<file path="config.mk">
export PLATFORM = sky130hd
export DESIGN_NAME = usb20sr_refdes_cpu_qsys_gen2_cpu_oci_dct_packer_flat
export DESIGN_NICKNAME = d
export VERILOG_FILES = /design/src/rtl/usb20sr_refdes_cpu_qsys_gen2_cpu_oci_dct_packer_if.sv /design/src/rtl/usb20sr_refdes_cpu_qsys_gen2_cpu_oci_dct_packer.sv /design/src/flat_wrapper.sv
export SDC_FILE = /design/constraint.sdc
export NUM_CORES = 1
export LEC_CHECK = 0
export ABC_AREA = 1
export CAP_MARGIN = 20
export CORE_ASPECT_RATIO = 1.4
export CORE_MARGIN = 2
export CORE_UTILIZATION = 56
export CTS_BUF_LIST = sky130_fd_sc_hd__clkbuf_2
export DETAILED_ROUTE_END_ITERATION = 10
export PLACE_DENSITY = 0.88
export SLEW_MARGIN = 20
export SYNTH_ARGS = -nofsm -noshare
export SYNTH_HDL_FRONTEND = slang
export SYNTH_SLANG_ARGS = --single-unit
</file>
<file path="constraint.sdc">
create_clock -name clk -period 5.42 [get_ports clk]
set_clock_uncertainty 0.15 [all_clocks]
set_input_delay 1.084 -clock clk [delete_from_list [all_inputs] [get_ports clk]]
set_output_delay 1.084 -clock clk [all_outputs]
set_load 0.02 [all_outputs]
</file>
<file path="src/rtl/usb20sr_refdes_cpu_qsys_gen2_cpu_oci_dct_packer_if.sv">
// Bundle between the DCT packer and its trace source / trace FIFO consumer.
// master drives atoms, flush and frame_ready; slave is the packer.
interface usb20sr_refdes_cpu_qsys_gen2_cpu_oci_dct_packer_if #(
    parameter int ATOM_W = 2,
    parameter int BUF_W  = 30,
    parameter int CNT_W  = 4
);
    logic              atom_valid;
    logic [ATOM_W-1:0] atom_data;
    logic              atom_ready;
    logic              flush;
    logic              frame_valid;
    logic              frame_ready;
    logic [BUF_W-1:0]  frame_data;
    logic [CNT_W-1:0]  frame_count;
    logic              frame_last;
    logic [BUF_W-1:0]  dct_buffer;
    logic [CNT_W-1:0]  dct_count;
    logic              test_ending;
    logic              test_has_ended;

    modport master (
        output atom_valid, atom_data, flush, frame_ready,
        input  atom_ready, frame_valid, frame_data, frame_count, frame_last,
               dct_buffer, dct_count, test_ending, test_has_ended
    );

    modport slave (
        input  atom_valid, atom_data, flush, frame_ready,
        output atom_ready, frame_valid, frame_data, frame_count, frame_last,
               dct_buffer, dct_count, test_ending, test_has_ended
    );
endinterface

</file>
<file path="src/rtl/usb20sr_refdes_cpu_qsys_gen2_cpu_oci_dct_packer.sv">
// Packs 2-bit trace atoms into 30-bit DCT frames; full or flushed frames move to a one-deep output slot.
// Latency: a full buffer transfers on the next edge when the slot is free. Backpressure: atom_ready drops while the buffer is full.
module usb20sr_refdes_cpu_qsys_gen2_cpu_oci_dct_packer #(
    parameter int ATOM_W = 2,
    parameter int ATOMS  = 15,
    parameter int BUF_W  = 30,
    parameter int CNT_W  = 4
) (
    input  logic clk,
    input  logic reset,
    usb20sr_refdes_cpu_qsys_gen2_cpu_oci_dct_packer_if.slave bus
);
    localparam logic [CNT_W-1:0] FULL = CNT_W'(ATOMS);

    // PEND: flush waiting for its frame; SENT: flushed frame sits in the slot
    typedef enum logic [1:0] {ST_IDLE, ST_PEND, ST_SENT} state_t;

    state_t            state_q, state_n;
    logic [BUF_W-1:0]  pack_q, pack_n;
    logic [CNT_W-1:0]  cnt_q, cnt_n;
    logic [CNT_W-1:0]  base_cnt;
    logic              frame_valid_q;
    logic              frame_last_q;
    logic [BUF_W-1:0]  frame_data_q;
    logic [CNT_W-1:0]  frame_count_q;
    logic              ended_q, ended_n;

    logic atom_ready;
    logic accept;
    logic slot_free;
    logic xfer;
    logic handshake;

    assign atom_ready = (cnt_q != FULL);
    assign accept     = bus.atom_valid && atom_ready;
    assign slot_free  = !frame_valid_q || bus.frame_ready;
    assign xfer       = slot_free && ((cnt_q == FULL) || ((state_q == ST_PEND) && (cnt_q != '0)));
    assign handshake  = frame_valid_q && bus.frame_ready;

    // A transfer clears the buffer first, so a same-cycle atom starts the next frame
    always_comb begin
        base_cnt = xfer ? '0 : cnt_q;
        pack_n   = xfer ? '0 : pack_q;
        cnt_n    = base_cnt;
        if (accept) begin
            pack_n[base_cnt*ATOM_W +: ATOM_W] = bus.atom_data;
            cnt_n = base_cnt + CNT_W'(1);
        end
    end

    always_comb begin
        state_n = state_q;
        ended_n = 1'b0;
        case (state_q)
            ST_IDLE: if (bus.flush) state_n = ST_PEND;
            ST_PEND: begin
                if (xfer) begin
                    state_n = ST_SENT;
                end else if ((cnt_q == '0) && !frame_valid_q) begin
                    state_n = ST_IDLE;
                    ended_n = 1'b1;
                end
            end
            ST_SENT: begin
                if (handshake) begin
                    state_n = ST_IDLE;
                    ended_n = 1'b1;
                end
            end
            default: state_n = ST_IDLE;
        endcase
    end

    always_ff @(posedge clk) begin
        if (reset) begin
            state_q       <= ST_IDLE;
            pack_q        <= '0;
            cnt_q         <= '0;
            frame_valid_q <= 1'b0;
            frame_last_q  <= 1'b0;
            frame_data_q  <= '0;
            frame_count_q <= '0;
            ended_q       <= 1'b0;
        end else begin
            state_q <= state_n;
            pack_q  <= pack_n;
            cnt_q   <= cnt_n;
            ended_q <= ended_n;
            if (xfer) begin
                frame_valid_q <= 1'b1;
                frame_data_q  <= pack_q;
                frame_count_q <= cnt_q;
                frame_last_q  <= (state_q == ST_PEND);
            end else if (handshake) begin
                frame_valid_q <= 1'b0;
            end
        end
    end

    assign bus.atom_ready     = atom_ready;
    assign bus.frame_valid    = frame_valid_q;
    assign bus.frame_data     = frame_data_q;
    assign bus.frame_count    = frame_count_q;
    assign bus.frame_last     = frame_last_q;
    assign bus.dct_buffer     = pack_q;
    assign bus.dct_count      = cnt_q;
    assign bus.test_ending    = (state_q != ST_IDLE);
    assign bus.test_has_ended = ended_q;
endmodule

</file>
<file path="src/flat_wrapper.sv">
// flat-port wrapper written by rule: the top's interface ports become plain ports
module usb20sr_refdes_cpu_qsys_gen2_cpu_oci_dct_packer_flat 
#(
    parameter int ATOM_W = 2,
    parameter int ATOMS  = 15,
    parameter int BUF_W  = 30,
    parameter int CNT_W  = 4
)
  (clk, reset, bus_atom_valid, bus_atom_data, bus_flush, bus_frame_ready, bus_atom_ready, bus_frame_valid, bus_frame_data, bus_frame_count, bus_frame_last, bus_dct_buffer, bus_dct_count, bus_test_ending, bus_test_has_ended);
  usb20sr_refdes_cpu_qsys_gen2_cpu_oci_dct_packer_if #(.ATOM_W(ATOM_W), .BUF_W(BUF_W), .CNT_W(CNT_W)) bus_i ();
  input  logic clk;
  input  logic reset;
  input wire logic [$bits(bus_i.atom_valid)-1:0] bus_atom_valid;
  input wire logic [$bits(bus_i.atom_data)-1:0] bus_atom_data;
  input wire logic [$bits(bus_i.flush)-1:0] bus_flush;
  input wire logic [$bits(bus_i.frame_ready)-1:0] bus_frame_ready;
  output wire logic [$bits(bus_i.atom_ready)-1:0] bus_atom_ready;
  output wire logic [$bits(bus_i.frame_valid)-1:0] bus_frame_valid;
  output wire logic [$bits(bus_i.frame_data)-1:0] bus_frame_data;
  output wire logic [$bits(bus_i.frame_count)-1:0] bus_frame_count;
  output wire logic [$bits(bus_i.frame_last)-1:0] bus_frame_last;
  output wire logic [$bits(bus_i.dct_buffer)-1:0] bus_dct_buffer;
  output wire logic [$bits(bus_i.dct_count)-1:0] bus_dct_count;
  output wire logic [$bits(bus_i.test_ending)-1:0] bus_test_ending;
  output wire logic [$bits(bus_i.test_has_ended)-1:0] bus_test_has_ended;
  assign bus_i.atom_valid = bus_atom_valid;
  assign bus_i.atom_data = bus_atom_data;
  assign bus_i.flush = bus_flush;
  assign bus_i.frame_ready = bus_frame_ready;
  assign bus_atom_ready = bus_i.atom_ready;
  assign bus_frame_valid = bus_i.frame_valid;
  assign bus_frame_data = bus_i.frame_data;
  assign bus_frame_count = bus_i.frame_count;
  assign bus_frame_last = bus_i.frame_last;
  assign bus_dct_buffer = bus_i.dct_buffer;
  assign bus_dct_count = bus_i.dct_count;
  assign bus_test_ending = bus_i.test_ending;
  assign bus_test_has_ended = bus_i.test_has_ended;
  usb20sr_refdes_cpu_qsys_gen2_cpu_oci_dct_packer #(.ATOM_W(ATOM_W), .ATOMS(ATOMS), .BUF_W(BUF_W), .CNT_W(CNT_W)) u_core (.clk(clk), .reset(reset), .bus(bus_i));
endmodule
</file>
After elaboration in Yosys (flattened, before gate mapping)
Cells that the tools add are included.

Flip-flop bits (word level): 73. Output and inout port bits: 73. Logic and storage cells: 49.

Add/subtract/negate cells: 2. Eq/ne operators: 7. Shifts and indexed selects: 2. Mux-type cells: 16. Reductions and logical operators: 14.

Operators by type and width (number): 2-to-1 mux 30 bit (2); negation 5 -> 34 bit (1); variable shift 2 x 34 -> 30 bit, first input constant (1); indexed part select 2 x 34 -> 30 bit (1); bitwise mux 30 bit (1); 2-to-1 mux 2 bit (4); 2-to-1 mux 4 bit (2); one-hot mux 2 bit (3 select lines) (1); logical AND 1 bit (5); 2-to-1 mux 1 bit (5); adder 4 x 1 -> 4 bit, second input constant (1); equality test 4 bit, second input constant (1); logical NOT 4 bit (1); != test 4 bit, second input constant (1); nonzero test 2 bit (2); nonzero test 4 bit (1); != test 3 x 1 -> 1 bit, second input constant (1); AND reduction 3 bit (1); equality test 2 x 1 -> 1 bit, second input constant (1); equality test 2 bit, second input constant (1); logical NOT 2 bit (1); logical OR 1 bit (2); != test 2 x 1 -> 1 bit, second input constant (1); != test 2 bit, second input constant (1); other kinds (2) (2).

Longest topological paths before layout
Gate-level depths: netlist of the first run.

Word-level depth: 9. Depth in mapped cells: 18. Depth with buffers taken out: 17.

Worst setup path before layout of the first run
Ideal clock, no wire load.

Kind: input -> register. Start point: in bus_frame_ready. End point: reg u_core.pack_q[0] (netlist: u_core.bus.dct_buffer[0]). Setup time: 0.128 ns. Arrival: 2.893 ns. Required time: 5.142 ns. Setup slack: 2.249 ns. Stages on the path: 15. Buffers on the path: 2. Cell sequence: nor2_1 > inv_1 > nand2_4 > buf_6 > clkbuf_1 > nand2_1 > ha_1 > inv_1 > nand3_1 > nor2_2 > nand2_1 > nor2_2 > o21ai_0 > o21ai_0 > nor2_1.

Cells in the longest elaborated chain, start to end: 7. Elaborated cells between the ends (all ways): 9. Those cells by class: add/sub: 1; shift: 2; mux: 4; reduce/logical: 2.

RTL lines: from (decl) (line flat_wrapper.sv:16) `input wire logic [$bits(bus_i.frame_ready)-1:0] bus_frame_ready;`; logical OR 1 bit (*) (line usb20sr_refdes_cpu_qsys_gen2_cpu_oci_dct_packer.sv:36) `assign slot_free = !frame_valid_q || bus.frame_ready;`; logical AND 1 bit (*) (line usb20sr_refdes_cpu_qsys_gen2_cpu_oci_dct_packer.sv:37) `assign xfer = slot_free && ((cnt_q == FULL) || ((state_q == ST_PEND) && (cnt_q != '0)));`; 2-to-1 mux 4 bit (line usb20sr_refdes_cpu_qsys_gen2_cpu_oci_dct_packer.sv:42) `base_cnt = xfer ? '0 : cnt_q;`; negation 5 -> 34 bit (line usb20sr_refdes_cpu_qsys_gen2_cpu_oci_dct_packer.sv:46) `pack_n[base_cnt*ATOM_W +: ATOM_W] = bus.atom_data;`; indexed part select 2 x 34 -> 30 bit or variable shift 2 x 34 -> 30 bit (tied branches) (line usb20sr_refdes_cpu_qsys_gen2_cpu_oci_dct_packer.sv:46); bitwise mux 30 bit (line usb20sr_refdes_cpu_qsys_gen2_cpu_oci_dct_packer.sv:46); 2-to-1 mux 30 bit (*) (line usb20sr_refdes_cpu_qsys_gen2_cpu_oci_dct_packer.sv:45) `if (accept) begin`; to (signal assigned) (line usb20sr_refdes_cpu_qsys_gen2_cpu_oci_dct_packer.sv:86) `pack_q <= pack_n;`; to (decl) (line usb20sr_refdes_cpu_qsys_gen2_cpu_oci_dct_packer.sv:19) `logic [BUF_W-1:0] pack_q, pack_n;`.

Mark *: on every way between the ends. The rest lies on a longest branch, timed or not. A chain may end at the register's enable or synchronous reset.

Worst setup path after layout of the first run
Start point: in bus_frame_ready. End point: reg u_core.pack_q[23] (netlist: u_core.bus.dct_buffer[23]).

Same word-level chain as after synthesis.

==> results.toml, run 1 <==
[sta]
report.final.slew_viol_count = 0
fin_crit_sh_pct = 66.3
setup_viol = 0
rsz0062_at_grt = "no"
max_slew.worst_pin.slew_ns = 0.718
setup_tns_ns = 0
clock.fmax_ghz = 0.278
slew_headroom_pct = 51.8
worst_slack_ns = 1.82
timing.final.hold_violations = 0
period_minus_slack_ns = 3.60

[setup_path]
slowest_delay_ns = 0.53
crit_chain = "clkdlybuf4s50_1 -> nor2_1 -> inv_1 -> nand2_4 -> nand2_2 -> inv_2 -> nor2_1 -> ha_1 -> nor3_4 -> nand2_1 -> nand2_1 -> nand2_1 -> nor2_1"
cp_top_family = "simple AND/OR/NAND/NOR gates"
cp-end-kind = "flop"
crit_type = "in2reg"
timing.critical_path.buf_inv = 3
reg2reg_depth = 14
reg2reg_from = "u_core.bus.dct_count[2]"
slowest_stage = "nor3_4"
rrSetupSlack_ns = 2.08
start_kind = "input port"
rr_endpoint = "u_core.bus.dct_buffer[23]"
arrival_ns = 3.93
crit_path_max_fanout = 52
worstPathRequired_ns = 5.76

[status]
status = "completed"

[synth]
synth_top_family_by_area = "simple AND/OR/NAND/NOR gates"
yosys.area_share.simple_pct = 34.7
synth_xor_xnor_area_share_pct = 0
avgSynthCellArea_um2 = 7.25
synth.distinct_cells = 34
synth_mux_area_share_pct = 0
ys_seq_area_share_pct = 42.8
synth_nets = 486
synth_compound_area_share_pct = 12.5
ys_warn_count = 0
netlist_instances = 471
synth_fa_ha_area_share_pct = 2.93
synth_area_mm2 = 0.00342
ys_ff_latch = 73

[global_route]
grt_pass1_wl_um = 14000
grt_max_degree = 60
track_usage_pct = 26.1
gr-total-overflow = 0
grt_pass1_vias = 2967
antenna_found_initial = 0

[place]
pre_cts_ws_ns = 1.34
port_buffers = 79
place.gp.congestion = 0.961
postPlaceCellArea_mm2 = 0.00422
post-dp-hpwl_um = 6110

[final_layout]
n_antenna_cell = 0
final_area_mm2 = 0.00436
area_growth_pct = 27.7
drive_above_1_share_pct = 9.65
final_net_count = 559

[drt]
first_pass_iters = 4
wl_per_cell_um = 14.0
num_vias = 3311
drt-initial-drc-count = 147
drc = 0
avgViaCountPerCell = 5.35
wirelength_um = 8680
ant_nets = 0

[pwr]
powerDensity_mw_per_mm2 = 302
ir_drop_v = 0.000228
p_leak_nw = 1.76

[floorplan]
num_rows = 33
core-area_mm2 = 0.00586
die-area_mm2 = 0.00675
fp.dieH_um = 96.4
ios = 80
die_x_um = 70.0
start_util_pct = 58.3

[cts]
clk_pin_slew_worst_paths_ns = 0.20
cts_setup_buffers = 0
cts_max_path_buffers = 2
cts.htree.levels = 3
cts_hold_buf = 0
cts_tree = "yes"
cts_resized = 0
cts_root_buf = "clkbuf_2"
numCtsBuffers = 9
cts_sinks = 73
insertion_delay_ns = 0.54

[min_path]
hold_class = "reg2reg"
hold_depth = 2
min-delay-start = "u_core.bus.frame_last"
whs_endpoint = "u_core.bus.frame_last"

[run]
drv_cap = 0
cells in the mapped netlist:
cell / instances / area (µm²)
nor2_1: 106 / 398
nand2_1: 87 / 327
dfxtp_1: 73 / 1460
o21ai_0: 44 / 220
a21oi_1: 29 / 145
inv_1: 29 / 109
nand3_1: 29 / 145
clkbuf_1: 15 / 56.3
ha_1: 8 / 100
nand2_2: 7 / 43.8
nor2_4: 5 / 56.3
a21boi_0: 4 / 30.0
nor2_2: 4 / 25.0
inv_2: 3 / 11.3
buf_2: 2 / 10.0
buf_6: 2 / 22.5
clkinv_1: 2 / 7.51
nand2_4: 2 / 22.5
nand3_2: 2 / 20.0
nand3b_1: 2 / 15.0
nor2_8: 2 / 40.0
nor3_2: 2 / 20.0
a211oi_1: 1 / 7.51
a21boi_1: 1 / 7.51
a32oi_1: 1 / 8.76
buf_4: 1 / 7.51
inv_4: 1 / 6.26
inv_8: 1 / 11.3
nand2_8: 1 / 20.0
nand3_4: 1 / 17.5
nand4_1: 1 / 6.26
nand4_2: 1 / 12.5
nor3_4: 1 / 16.3
o21ai_2: 1 / 8.76
per-stage QoR:
step           instances  util (%)  hold WS [ns]  total power (W)
6_report             619      74.4         0.333          0.00132
5_1_grt              619      74.4         0.342          0.00138
4_1_cts              619      74.4         0.332          0.00132
3_5_place_dp         603      72.0         0.309         0.000965
3_3_place_gp         603      72.0         0.309         0.000957
2_1_floorplan        471         -         0.320         0.000845
final cells by class:
class	instances	area (µm²)
Clock buffer	10	50.0
Clock inverter	6	90.1
Fill cell	483	1500
Inverter	36	145
Multi-Input combinational cell	342	1710
Sequential cell	73	1460
Tap cell	70	87.6
Timing Repair Buffer	82	813
routing by layer:
metal | routed length [µm] | up-vias | part of all wire [%] | global-route usage, %
met5 | 0 | - | 0 | 0
met4 | 227 | 0 | 2.6 | 12.2
met3 | 572 | 21 | 6.6 | 4.88
met2 | 4320 | 128 | 50 | 45.6
met1 | 3560 | 1510 | 41 | 31.2
li1 | - | 1652 | - | -
state kept, by name (all words and copies together) (netlist names):
name                       count
u_core.bus.test_has_ended      1
u_core.bus.frame_last          1
u_core.bus.dct_count           4
u_core.state_q                 2
u_core.bus.dct_buffer         30
u_core.bus.frame_valid         1
u_core.bus.frame_data         30
u_core.bus.frame_count         4
cells in the final DEF, fill, tap and decap left out:
cell type	instances
a211oi_1	1
a21boi_0	4
a21boi_1	1
a21oi_1	29
a32oi_1	1
buf_4	3
bufinv_16	2
clkbuf_2	10
clkdlybuf4s50_1	79
clkinv_1	2
clkinv_2	1
clkinv_4	1
clkinvlp_4	1
dfxtp_1	73
ha_1	8
inv_1	29
inv_2	3
inv_4	1
inv_6	1
inv_8	1
nand2_1	87
nand2_2	7
nand2_4	2
nand2_8	1
nand3_1	29
nand3_2	2
nand3_4	1
nand3b_1	2
nand4_1	1
nand4_2	1
nor2_1	106
nor2_2	4
nor2_4	5
nor2_8	2
nor3_2	2
nor3_4	1
o21ai_0	44
o21ai_2	1
worst reg2reg max path: stages, from the launching register on:
cell	delay [ns]
dfxtp_1	0.47
nor2_2	0.19
nand2_2	0.14
nand2_2	0.09
nand2_2	0.07
nand2_4	0.38
nand2_2	0.23
inv_2	0.16
nor2_1	0.07
ha_1	0.37
nor3_4	0.53
nand2_1	0.17
nand2_1	0.09
nand2_1	0.05
nor2_1	0.11
worst max-delay path by stage:
stage               startpoint                         to  slack, ns  depth (start not counted)
3_5_place_dp   bus_frame_ready  u_core.bus.dct_buffer[18]       1.34                         13
2_1_floorplan  bus_frame_ready   u_core.bus.dct_buffer[0]       2.25                         15
6_report       bus_frame_ready  u_core.bus.dct_buffer[23]       1.82                         13
5_1_grt        bus_frame_ready  u_core.bus.dct_buffer[23]       1.54                         13
3_3_place_gp   bus_frame_ready   u_core.bus.dct_buffer[0]       1.41                         16
4_1_cts        bus_frame_ready  u_core.bus.dct_buffer[23]       1.83                         13
power breakdown:
| part | internal, W | leakage, nW | switching [W] | total (W) |
|---|---|---|---|---|
| Combinational | 0.000129 | 1.08 | 0.000225 | 0.000354 |
| Sequential | 0.000577 | 0.593 | 0.0000236 | 0.000601 |
| Clock | 0.000156 | 0.0825 | 0.000206 | 0.000362 |
| Total | 0.000862 | 1.76 | 0.000455 | 0.00132 |
kinds of logic (layout without fill, tap and decap cells):
logic type,after synthesis,after routing
AOI/OAI and AO/OA,81,81
buffers and inverters,56,134
DFF,73,73
and+or+nand+nor,253,253
adders and majority gates,8,8
No activity file was read; power rests on OpenSTA's default activity.
==> run 2: changes to the inputs <==
- CORE_UTILIZATION: 56 -> 47
- PLACE_DENSITY: 0.88 -> 0.79
- clock period: 5.42 -> 3.1 ns (I/O delays scaled with it)
==> run 2 against run 1 <==
Non-clock buffer count grew 26. First-iteration DRC count shrank 0.68%. Combinational power increased by 94%. Setup slack worse by 1.4 ns. Final cell count up 8.2%. Wire length grew 1.0%. Critical path depth down 9. Register-to-register slack worse by 1.6 ns. Sequential share of layout area is 1.5 points lower. Power is 71% higher. Clock power increased by 44%. Sequential cell count is the same. Largest power group unchanged. Highest routed layer unchanged.
==> results.toml, run 2 (synthesis results as in run 1) <==
[setup_path]
crit_path_max_fanout = 3
crit_type = "reg2out"
cp-end-kind = "primary output"
arrival_ns = 1.88
start_kind = "flop"
worstPathRequired_ns = 2.33

[pwr]
power_w = 0.00225
p_leak_nw = 1.87
powerDensity_mw_per_mm2 = 494
ir_drop_v = 0.000284

[place]
place.gp.congestion = 0.876
pre_cts_ws_ns = 0.0513
port_buffers = 79
post-dp-hpwl_um = 6510

[floorplan]
core-area_mm2 = 0.00698
start_util_pct = 48.9
die-area_mm2 = 0.00798
num_rows = 36
fp.dieH_um = 105
ios = 80
die_x_um = 76.1

[drt]
drc = 0
wl_per_cell_um = 13.1
avgViaCountPerCell = 4.90
first_pass_iters = 4
ant_nets = 0
drt-initial-drc-count = 146
wirelength_um = 8770
num_vias = 3286

[sta]
timing.final.hold_violations = 0
worst_slack_ns = 0.452
slew_headroom_pct = 63.2
setup_viol = 0
clock.fmax_ghz = 0.378
setup_tns_ns = 0
report.final.slew_viol_count = 0
max_slew.worst_pin.slew_ns = 0.551
fin_crit_sh_pct = 85.4
rsz0062_at_grt = "no"
period_minus_slack_ns = 2.65

[cts]
cts_setup_buffers = 0
cts_tree = "yes"
cts_root_buf = "clkbuf_2"
cts_max_path_buffers = 2
cts_hold_buf = 0
numCtsBuffers = 9
insertion_delay_ns = 0.53
cts.htree.levels = 3
cts_resized = 0
cts_sinks = 73
clk_pin_slew_worst_paths_ns = 0.19

[final_layout]
final_common_cell = "nor2_1"
layout_common_cells = "nor2_1, nand2_1, clkdlybuf4s50_1"
n_antenna_cell = 0
final_net_count = 585
drive_above_1_share_pct = 13.6
area_growth_pct = 33.6

[global_route]
use_met2_pct = 38.6
grt_max_degree = 60
grt_pass1_vias = 3073
grtUsageMet1_pct = 28.1
gr-total-overflow = 0
track_usage_pct = 22.8
busiest_layer = "met2"
grt_pass1_wl_um = 14600
antenna_found_initial = 0
met3_usage_pct = 4.15

[status]
status = "completed"

[min_path]
hold_class = "reg2reg"

[run]
drv_cap = 0
-- run 2: changes by cell type in the layout (fill, tap and decap cells not counted) --
cell and change:
clkinv_1 +1, clkinvlp_4 -1, inv_6 -1, clkbuf_2 +2, clkinv_2 +1, buf_4 +25, clkinv_4 -1, bufinv_16 -1
buf_12 +1
-- run 2: report_power, final --
group / total (W) / switching (W) / internal [W] / leakage, nW
sequential: 0.00105 / 0.0000387 / 0.00101 / 0.593
combinational: 0.000686 / 0.000408 / 0.000278 / 1.21
clock: 0.000520 / 0.000329 / 0.000191 / 0.0734
-- run 2: per-stage QoR --
stage | util (%) | std cells | instance area (µm²) | hold slack (ns)
after floorplan | - | 471 | 3420 | 0.320
after global placement | 63.9 | 654 | 4460 | 0.311
after detailed placement | 63.9 | 654 | 4460 | 0.312
after CTS | 65.4 | 670 | 4560 | 0.334
after global routing | 65.4 | 670 | 4560 | 0.351
final | 65.4 | 670 | 4560 | 0.332
-- run 2: worst max-delay path, cell delays in order, from the launching register on --
cell	delay (ns)
dfxtp_1	0.39
inv_1	0.07
ha_1	0.19
inv_1	0.10
clkdlybuf4s50_1	0.61
-- run 2: area by class of cell --
type	count	area (µm²)
timing repair buffer	108	1020
fill	641	2420
sequential	73	1460
inverter	36	145
multi-input combinational	342	1710
clock buffer	12	60.1
tap	95	119
clock inverter	4	43.8
-- run 2: worst paths after layout --
check	from	end	slack, ns	cells past startpoint
min reg2reg	u_core.bus.dct_buffer[5]	u_core.bus.frame_data[5]	0.33	2
max reg2reg	u_core.bus.dct_count[3]	u_core.bus.dct_buffer[9]	0.52	15
max	u_core.state_q[0]	bus_test_ending	0.45	4
min	u_core.bus.dct_buffer[5]	u_core.bus.frame_data[5]	0.33	2
-- run 2: layer usage --
layer	routed length, µm	vias up
met3	409	20
met4	218	0
met1	3920	1480
met2	4220	80
li1	-	1706
met5	0	-
==> run 3: changes to the inputs <==
- CORE_ASPECT_RATIO: 1.4 -> not set
==> run 3 against run 2 <==
Largest cell class unchanged. Final cell count down 1.5%. First-iteration DRC count down 17%. Critical endpoint unchanged. Power down 4.0%. Wire length down 1.7%. Non-clock buffer count down 14.
==> results.toml, run 3 (synthesis results as in run 1) <==
[sta]
worst_slack_ns = 0.423
max_slew.worst_pin.slew_ns = 0.550
clock.fmax_ghz = 0.374
period_minus_slack_ns = 2.68
setup_viol = 0
timing.final.hold_violations = 0
setup_tns_ns = 0
rsz0062_at_grt = "no"
fin_crit_sh_pct = 86.3
report.final.slew_viol_count = 0
slew_headroom_pct = 63.3

[global_route]
met3_usage_pct = 3.60
track_usage_pct = 22.5
busiest_layer = "met2"
use_met2_pct = 36.2
grt_max_degree = 60
gr-total-overflow = 0
grtUsageMet1_pct = 29.8
grt_pass1_wl_um = 13900
grt_pass1_vias = 2977
antenna_found_initial = 0

[final_layout]
drive_above_1_share_pct = 11.6
fillCellCount = 713
area_growth_pct = 30.3
n_antenna_cell = 0
final_net_count = 571
layout_common_cells = "nor2_1, nand2_1, clkdlybuf4s50_1"
final_common_cell = "nor2_1"

[pwr]
powerDensity_mw_per_mm2 = 486
p_leak_nw = 1.79
power_w = 0.00216
ir_drop_v = 0.000295

[setup_path]
crit_chain = "inv_1 -> ha_1 -> inv_1 -> clkdlybuf4s50_1"
crit_type = "reg2out"
rrSetupSlack_ns = 0.59
slowest_stage = "clkdlybuf4s50_1"
worstPathRequired_ns = 2.33
cp_top_family = "buffers and inverters"
crit_path_max_fanout = 3
crit_top_cell = "inv_1"
rr_endpoint = "u_core.bus.dct_buffer[0]"
timing.critical_path.buf_inv = 3
slowest_delay_ns = 0.61
reg2reg_from = "u_core.bus.dct_count[2]"
reg2reg_depth = 17
cp-end-kind = "primary output"
start_kind = "flop"
arrival_ns = 1.91

[drt]
first_pass_iters = 4
drt-initial-drc-count = 121
wl_per_cell_um = 13.1
num_vias = 3264
wirelength_um = 8620
ant_nets = 0
drc = 0
avgViaCountPerCell = 4.95

[place]
post-dp-hpwl_um = 6310
port_buffers = 79
place.gp.congestion = 0.931
pre_cts_ws_ns = 0.107

[cts]
cts_hold_buf = 0
cts_root_buf = "clkbuf_2"
insertion_delay_ns = 0.54
cts_setup_buffers = 0
cts_max_path_buffers = 2
clk_pin_slew_worst_paths_ns = 0.21
numCtsBuffers = 9
cts_sinks = 73
cts.htree.levels = 3
cts_resized = 0
cts_tree = "yes"

[min_path]
whs_endpoint = "u_core.bus.frame_data[16]"
hold_depth = 2
min-delay-start = "u_core.bus.dct_buffer[16]"
hold_class = "reg2reg"

[floorplan]
start_util_pct = 47.9
die-area_mm2 = 0.00797
fp.dieH_um = 89.3
ios = 80
num_rows = 31
die_x_um = 89.3
core-area_mm2 = 0.00714

[status]
status = "completed"

[run]
drv_cap = 0
-- run 3: changes by cell type in the layout (fill, tap and decap cells not counted), moves of 2 or more --
cell,before,now
buf_4,28,14
clkinv_4,0,2
clkinvlp_4,0,2
clkbuf_2,12,9
-- run 3: area by class of cell --
| class | instances | area (µm²) | share of cell area [%] |
|---|---|---|---|
| repair buffers | 94 | 916 | 20.6 |
| multi-input cells | 342 | 1710 | 38.5 |
| well taps | 99 | 124 | 2.78 |
| inverters | 36 | 145 | 3.26 |
| flip-flops and latches | 73 | 1460 | 32.8 |
| clock inverters | 7 | 47.5 | 1.07 |
| clock buffers | 9 | 45.0 | 1.01 |
-- run 3: worst max-delay path by stage --
stage	cells past startpoint	slack, ns	end	from
after global routing	4	0.32	bus_test_ending	u_core.state_q[0]
after global placement	13	0.16	u_core.bus.dct_buffer[23]	bus_frame_ready
after detailed placement	16	0.11	u_core.bus.dct_buffer[0]	bus_frame_ready
final	4	0.42	bus_test_ending	u_core.state_q[0]
after floorplan	16	0.27	u_core.bus.dct_buffer[0]	u_core.bus.dct_count[2]
after CTS	4	0.41	bus_test_ending	u_core.state_q[0]
-- run 3: tightest hold or removal path, delay by kind of cell (launching register included) --
family / cells / cell delay (ns)
AOI/OAI and AO/OA: 1 / 0.06
DFF: 1 / 0.35
buffers and inverters: 1 / 0.07
-- run 3: power breakdown --
group,switching (W),total [W],internal [W]
Combinational,0.000401,0.000657,0.000256
Sequential,0.0000395,0.00105,0.00101
Clock,0.000355,0.000458,0.000103
-- run 3: routing by layer --
metal  vias to the layer above  part of all wire (%)
li1                       1676                     -
met1                      1488                    47
met2                        83                    46
met3                        17                   5.3
met4                         0                   1.9
met5                         -                     0
-- run 3: metrics by stage --
step	instance area (µm²)	util, %	hold slack [ns]	cells
after global routing	4450	62.4	0.364	660
after global placement	4360	61.1	0.305	644
final	4450	62.4	0.329	660
after CTS	4450	62.4	0.336	660
after detailed placement	4360	61.1	0.311	644
after floorplan	3420	-	0.320	471
